$ cat src/rtl/dcache_responder.sv
// Direct-mapped write-back/write-allocate data cache. Hits complete combinationally (zero stall).
// A miss holds ready low through an optional write-back and a refill, then completes as a hit.
module dcache_responder #(
  parameter int INDEX_WIDTH  = 4,
  parameter int OFFSET_WIDTH = 2,
  parameter int LINE_BITS    = 32 << OFFSET_WIDTH
) (
  input  logic                 clk,
  input  logic                 rst,
  input  logic [31:0]          addr,
  input  logic                 r_valid,
  input  logic                 w_valid,
  input  logic [31:0]          w_data,
  output logic                 r_ready,
  output logic                 w_ready,
  output logic [31:0]          r_data,
  output logic                 mem_rd,
  output logic                 mem_wr,
  output logic [31:0]          mem_addr,
  output logic [LINE_BITS-1:0] mem_wdata,
  input  logic [LINE_BITS-1:0] mem_rdata,
  input  logic                 mem_ready,
  output logic [31:0]          hit_cnt,
  output logic [31:0]          miss_cnt
);

  localparam int TAG_WIDTH = 30 - INDEX_WIDTH - OFFSET_WIDTH;
  localparam int LINES     = 1 << INDEX_WIDTH;

  typedef enum logic [1:0] {IDLE, WB, REFILL} state_t;

  logic [OFFSET_WIDTH-1:0] offset;
  logic [INDEX_WIDTH-1:0]  index;
  logic [TAG_WIDTH-1:0]    tag;
  logic                    unused_addr_bits;

  assign offset           = addr[OFFSET_WIDTH+1:2];
  assign index            = addr[OFFSET_WIDTH+2 +: INDEX_WIDTH];
  assign tag              = addr[31 -: TAG_WIDTH];
  assign unused_addr_bits = ^addr[1:0];

  logic [LINES-1:0]     valid_q;
  logic [LINES-1:0]     dirty_q;
  logic [TAG_WIDTH-1:0] tag_mem  [LINES];
  logic [LINE_BITS-1:0] data_mem [LINES];

  state_t                 state_q, state_d;
  logic [INDEX_WIDTH-1:0] miss_index_q;
  logic [TAG_WIDTH-1:0]   miss_tag_q;

  logic                 hit;
  logic                 req;
  logic                 miss;
  logic [LINE_BITS-1:0] cur_line;

  assign cur_line = data_mem[index];
  assign hit      = valid_q[index] && (tag_mem[index] == tag);
  assign req      = r_valid || w_valid;

  // Miss index/tag are latched so memory outputs stay stable even if the CPU drops its request.
  always_comb begin
    state_d   = state_q;
    r_ready   = 1'b0;
    w_ready   = 1'b0;
    miss      = 1'b0;
    mem_rd    = 1'b0;
    mem_wr    = 1'b0;
    mem_addr  = 32'h0;
    mem_wdata = data_mem[miss_index_q];
    r_data    = cur_line[offset*32 +: 32];
    case (state_q)
      IDLE: begin
        if (req) begin
          if (hit) begin
            // Simultaneous read and write is illegal; the write wins.
            if (w_valid) w_ready = 1'b1;
            else         r_ready = 1'b1;
          end else begin
            miss    = 1'b1;
            state_d = (valid_q[index] && dirty_q[index]) ? WB : REFILL;
          end
        end
      end
      WB: begin
        mem_wr   = 1'b1;
        mem_addr = {tag_mem[miss_index_q], miss_index_q, {(OFFSET_WIDTH+2){1'b0}}};
        if (mem_ready) state_d = REFILL;
      end
      REFILL: begin
        mem_rd   = 1'b1;
        mem_addr = {miss_tag_q, miss_index_q, {(OFFSET_WIDTH+2){1'b0}}};
        if (mem_ready) state_d = IDLE;
      end
      default: state_d = IDLE;
    endcase
  end

  always_ff @(posedge clk) begin
    if (rst) begin
      state_q  <= IDLE;
      valid_q  <= '0;
      dirty_q  <= '0;
      hit_cnt  <= 32'h0;
      miss_cnt <= 32'h0;
    end else begin
      state_q <= state_d;
      if (miss) miss_cnt <= miss_cnt + 32'd1;
      if (r_ready || w_ready) hit_cnt <= hit_cnt + 32'd1;
      if (w_ready) dirty_q[index] <= 1'b1;
      if (state_q == WB && mem_ready) dirty_q[miss_index_q] <= 1'b0;
      if (state_q == REFILL && mem_ready) begin
        valid_q[miss_index_q] <= 1'b1;
        dirty_q[miss_index_q] <= 1'b0;
      end
    end
  end

  // Tag and data arrays carry no reset; valid bits alone qualify them.
  always_ff @(posedge clk) begin
    if (miss) begin
      miss_index_q <= index;
      miss_tag_q   <= tag;
    end
    if (!rst && w_ready) data_mem[index][offset*32 +: 32] <= w_data;
    if (!rst && state_q == REFILL && mem_ready) begin
      data_mem[miss_index_q] <= mem_rdata;
      tag_mem[miss_index_q]  <= miss_tag_q;
    end
  end

endmodule

$ cat config.mk
export PLATFORM = sky130hd
export DESIGN_NAME = dcache_responder
export DESIGN_NICKNAME = d
export VERILOG_FILES = /design/src/rtl/dcache_responder.sv
export SDC_FILE = /design/constraint.sdc
export NUM_CORES = 2
export LEC_CHECK = 0
export BUFFER_PORTS_ARGS = -buffer_cell sky130_fd_sc_hd__buf_2
export CORE_ASPECT_RATIO = 0.7
export CORE_MARGIN = 1.5
export CORE_UTILIZATION = 45
export CTS_CLUSTER_DIAMETER = 80
export CTS_CLUSTER_SIZE = 10
export DETAILED_ROUTE_END_ITERATION = 6
export PLACE_DENSITY_LB_ADDON = 0.3
export SLEW_MARGIN = 10
export SYNTH_ARGS = -nofsm -noshare
export SYNTH_HDL_FRONTEND = slang
export SYNTH_SLANG_ARGS = --single-unit
$ cat constraint.sdc
create_clock -name clk -period 6.5 [get_ports clk]
set_input_delay 0.65 -clock clk [delete_from_list [all_inputs] [get_ports clk]]
set_output_delay 0.65 -clock clk [all_outputs]
set_load 0.05 [all_outputs]
==> flow_summary.ini <==
[outcome]
status = finished, final reports clean

[hold_path]
hold_depth = 1
hp-start = addr[9]
hold_class = input port to register

[sta]
tightestPinTransition_ns = 1.22
relSlewSlack_pct = 18.4
maxSlewViolCount = 0
final_hold_viol_count = 0
tns_ns = 0
grt_setup_unrepaired = false
post-route-period-util_pct = 84.6
skew_ns = 0.0958
fmax_mhz = 182
setup_violations = 0
fin_crit_ns = 5.50

[critical_path]
r2r_start = tag_mem[6][14]
critPathTopFamily = buffers and inverters
cpMostUsedCell = buf_4
crit_type = input port to primary output
cp_max_fo = 53
start_kind = input port
crit_path_top_delay_cell = buf_4
critPathCaptureType = primary output
crit_required_ns = 5.85
reg2regPathDepth = 12
critPathMaxStageDelay_ns = 0.79
path_cells = buf_8, buf_4, mux4_2, a32oi_1, o31a_1, o2111a_1, nand2_1, or3_1, nor4_2, buf_4, and4b_1, buf_2
path_depth = 12
crit_start = addr[5]
worstPathArrival_ns = 4.85
crit_buf_inv = 4

[global_route]
grt_pass1_wl_mm = 532
track_usage_pct = 28.7
grt_pass1_vias = 67300
antenna_found_initial = 50
grt_max_degree = 133
gr-total-overflow = 0

[pwr]
ir_drop_v = 0.000250
p_clk_share_pct = 37.9
power_frac_seq_pct = 46.7
p_leak_uw = 0.0446
sw_frac_of_total_pct = 26.2
p_int_uw = 29100
combPwrFrac_pct = 15.5
power_density_nw_per_um2 = 291
switching_power_uw = 10400

[synthesis]
synth-seq-cells = 2562
synth-seq-area-share_pct = 63.8
synth_top_area_cell = edfxtp_1
async_flop_share_pct = 0
syn_inst = 5671
synth_edf_count = 2460
synthTopCellsByArea = edfxtp_1 62%, mux4_2 28%, dfxtp_1 1.7%
syn_area_per_cell_um2 = 21.0
ys.flop_type = edfxtp_1
ys_warn_count = 0
synth_top_area_share_pct = 62.1
synth_area_um2 = 119000
ys_types = 77

[cts]
clkLatencyLatePin_ns = 0.91
ctsHoldBuffers = 1
clock_path_buffers = 4
h-tree-depth = 5
cts_made_buffers = 299
cts_tree = done
clk_pin_slew_worst_paths_ns = 0.05
post_cts_buffers = 0
clock_sinks = 2562
clockRootBuffer = clkbuf_16
cts_resized = 0

[die]
core_area_um2 = 262000
fp.dieH_um = 433
dieWidth_um = 618
die_area_um2 = 268000
io_pins = 457
fp-row-count = 157
start_util_pct = 45.4

[placement]
dp_hpwl_mm = 238
gp_congestion = 0.887
placed_cell_area_um2 = 128000
place.port_buffers = 450

[finish]
nets = 6435
syn_to_final_growth_pct = 14.3
drive_gt1_share_pct = 42.3
stdcell_area_um2 = 136000

[drt]
drtIter0Drc = 10400
num_vias = 68500
routed_wl_mm = 385
via_per_inst = 6.99
firstDrtPassIters = 7
ant_nets = 0
drc = 0
wl_per_cell_um = 39.3

[job]
cap_violations = 0
==> layout make-up <==
| cell class | instances | area (um^2) |
|---|---|---|
| Sequential cell | 2562 | 75900 |
| Inverter | 42 | 158 |
| Multi-Input combinational cell | 2617 | 41800 |
| Tap cell | 3498 | 4380 |
| Timing Repair Buffer | 706 | 5530 |
| Antenna cell | 35 | 87.6 |
| Fill cell | 20300 | 126000 |
| Clock buffer | 332 | 7950 |
| Clock inverter | 9 | 143 |
==> synthesized netlist by cell type, types with 6 or more instances <==
master	number
xnor2_1	11
nand3_1	33
edfxtp_1	2460
buf_1	103
mux2_2	37
a31oi_1	16
inv_1	40
a21o_1	18
mux2i_1	119
or4_1	14
nor4_1	28
buf_2	49
nor3_1	22
a21oi_1	63
a22oi_1	46
nand4_1	20
and2_1	13
nor2b_1	88
nor4b_1	6
a22o_1	141
a211oi_1	20
ha_1	10
and3_1	20
o31ai_1	14
mux4_2	1477
clkbuf_1	281
xor2_1	9
o21ai_0	24
nand2_1	63
buf_4	11
nor2_1	182
nand2b_1	9
a221oi_1	8
buf_6	9
or3_1	18
dfxtp_1	102
==> flip-flops by register name, indices dropped and copies added, names as in the netlist, named ones only <==
register / cells
dirty_q: 16
miss_cnt: 32
miss_tag_q: 24
hit_cnt: 32
valid_q: 16
data_mem: 2048
state_q: 2
miss_index_q: 4
tag_mem: 384
==> layout by cell type (no fill, tap or decap), types with 16 or more instances in the layout <==
cell type and instances:
a211oi_1 20, a21o_1 18, a21oi_1 63, a22o_1 141, a22oi_1 46, a31oi_1 16
and3_1 20, buf_12 105, buf_2 445, buf_4 151, clkbuf_1 17, clkbuf_16 315
dfxtp_1 98, diode_2 35, edfxtp_1 2460, inv_1 40, mux2_2 37, mux2i_1 119
mux4_2 1477, nand2_1 63, nand3_1 33, nand4_1 20, nor2_1 109, nor2_4 73
nor2b_1 87, nor3_1 18, nor4_1 26, o21ai_0 24, or3_1 18
==> kinds of logic (layout without fill, tap and decap cells) <==
logic type               Yosys count  count (layout)  share of synthesized area [%]
AO/OA/AOI/OAI                    406             406                           2.57
XOR/XNOR                          20              20                          0.147
adder cells (fa/ha/maj)           10              10                          0.105
buffers and inverters            495            1089                           1.70
flip-flops                      2562            2562                           63.8
multiplexers                    1636            1636                           29.3
other                              1              39                        0.00315
AND/OR/NAND/NOR                  541             541                           2.34
==> power groups by stage <==
stage               combinational [uW]  sequential, uW  clock (uW)
finish                            6110           18400       15000
global route                      6320           18400       15700
CTS                               6140           18400       15100
detailed placement                6130           18800           0
global placement                  6100           18800           0
floorplan                         4130           18700           0
==> through the flow <==
stage                     cells  worst slack (ns)  util, %  power (uW)  hold slack, ns
after floorplan            5674             0.496        -       22800           0.421
after global placement     9424             0.782     48.7       24900           0.428
after detailed placement   9424             0.842     48.7       24900           0.436
after CTS                  9766              1.05     51.8       39700        0.000396
after global routing       9778             0.957     51.8       40500          0.0123
final                      9801             0.998     51.8       39500          0.0385
==> per-layer routing <==
metal | wire length (um) | vias to the layer above | share of wire, % | GRT usage (%)
met1 | 140000 | 36800 | 36 | 39.6
met4 | 21000 | 14 | 5.5 | 13.5
li1 | - | 26000 | - | -
met5 | 91 | - | 0.024 | 0
met2 | 174000 | 4847 | 45 | 42.7
met3 | 49300 | 835 | 13 | 7.83
==> worst paths after layout <==
path                           to  slack (ns)
setup / recovery          r_ready         1.0
setup reg to reg  data_mem[4][86]        1.94
hold / removal      miss_tag_q[1]        0.04
hold reg to reg        valid_q[6]        0.45
(Power assumes the default switching activity.)
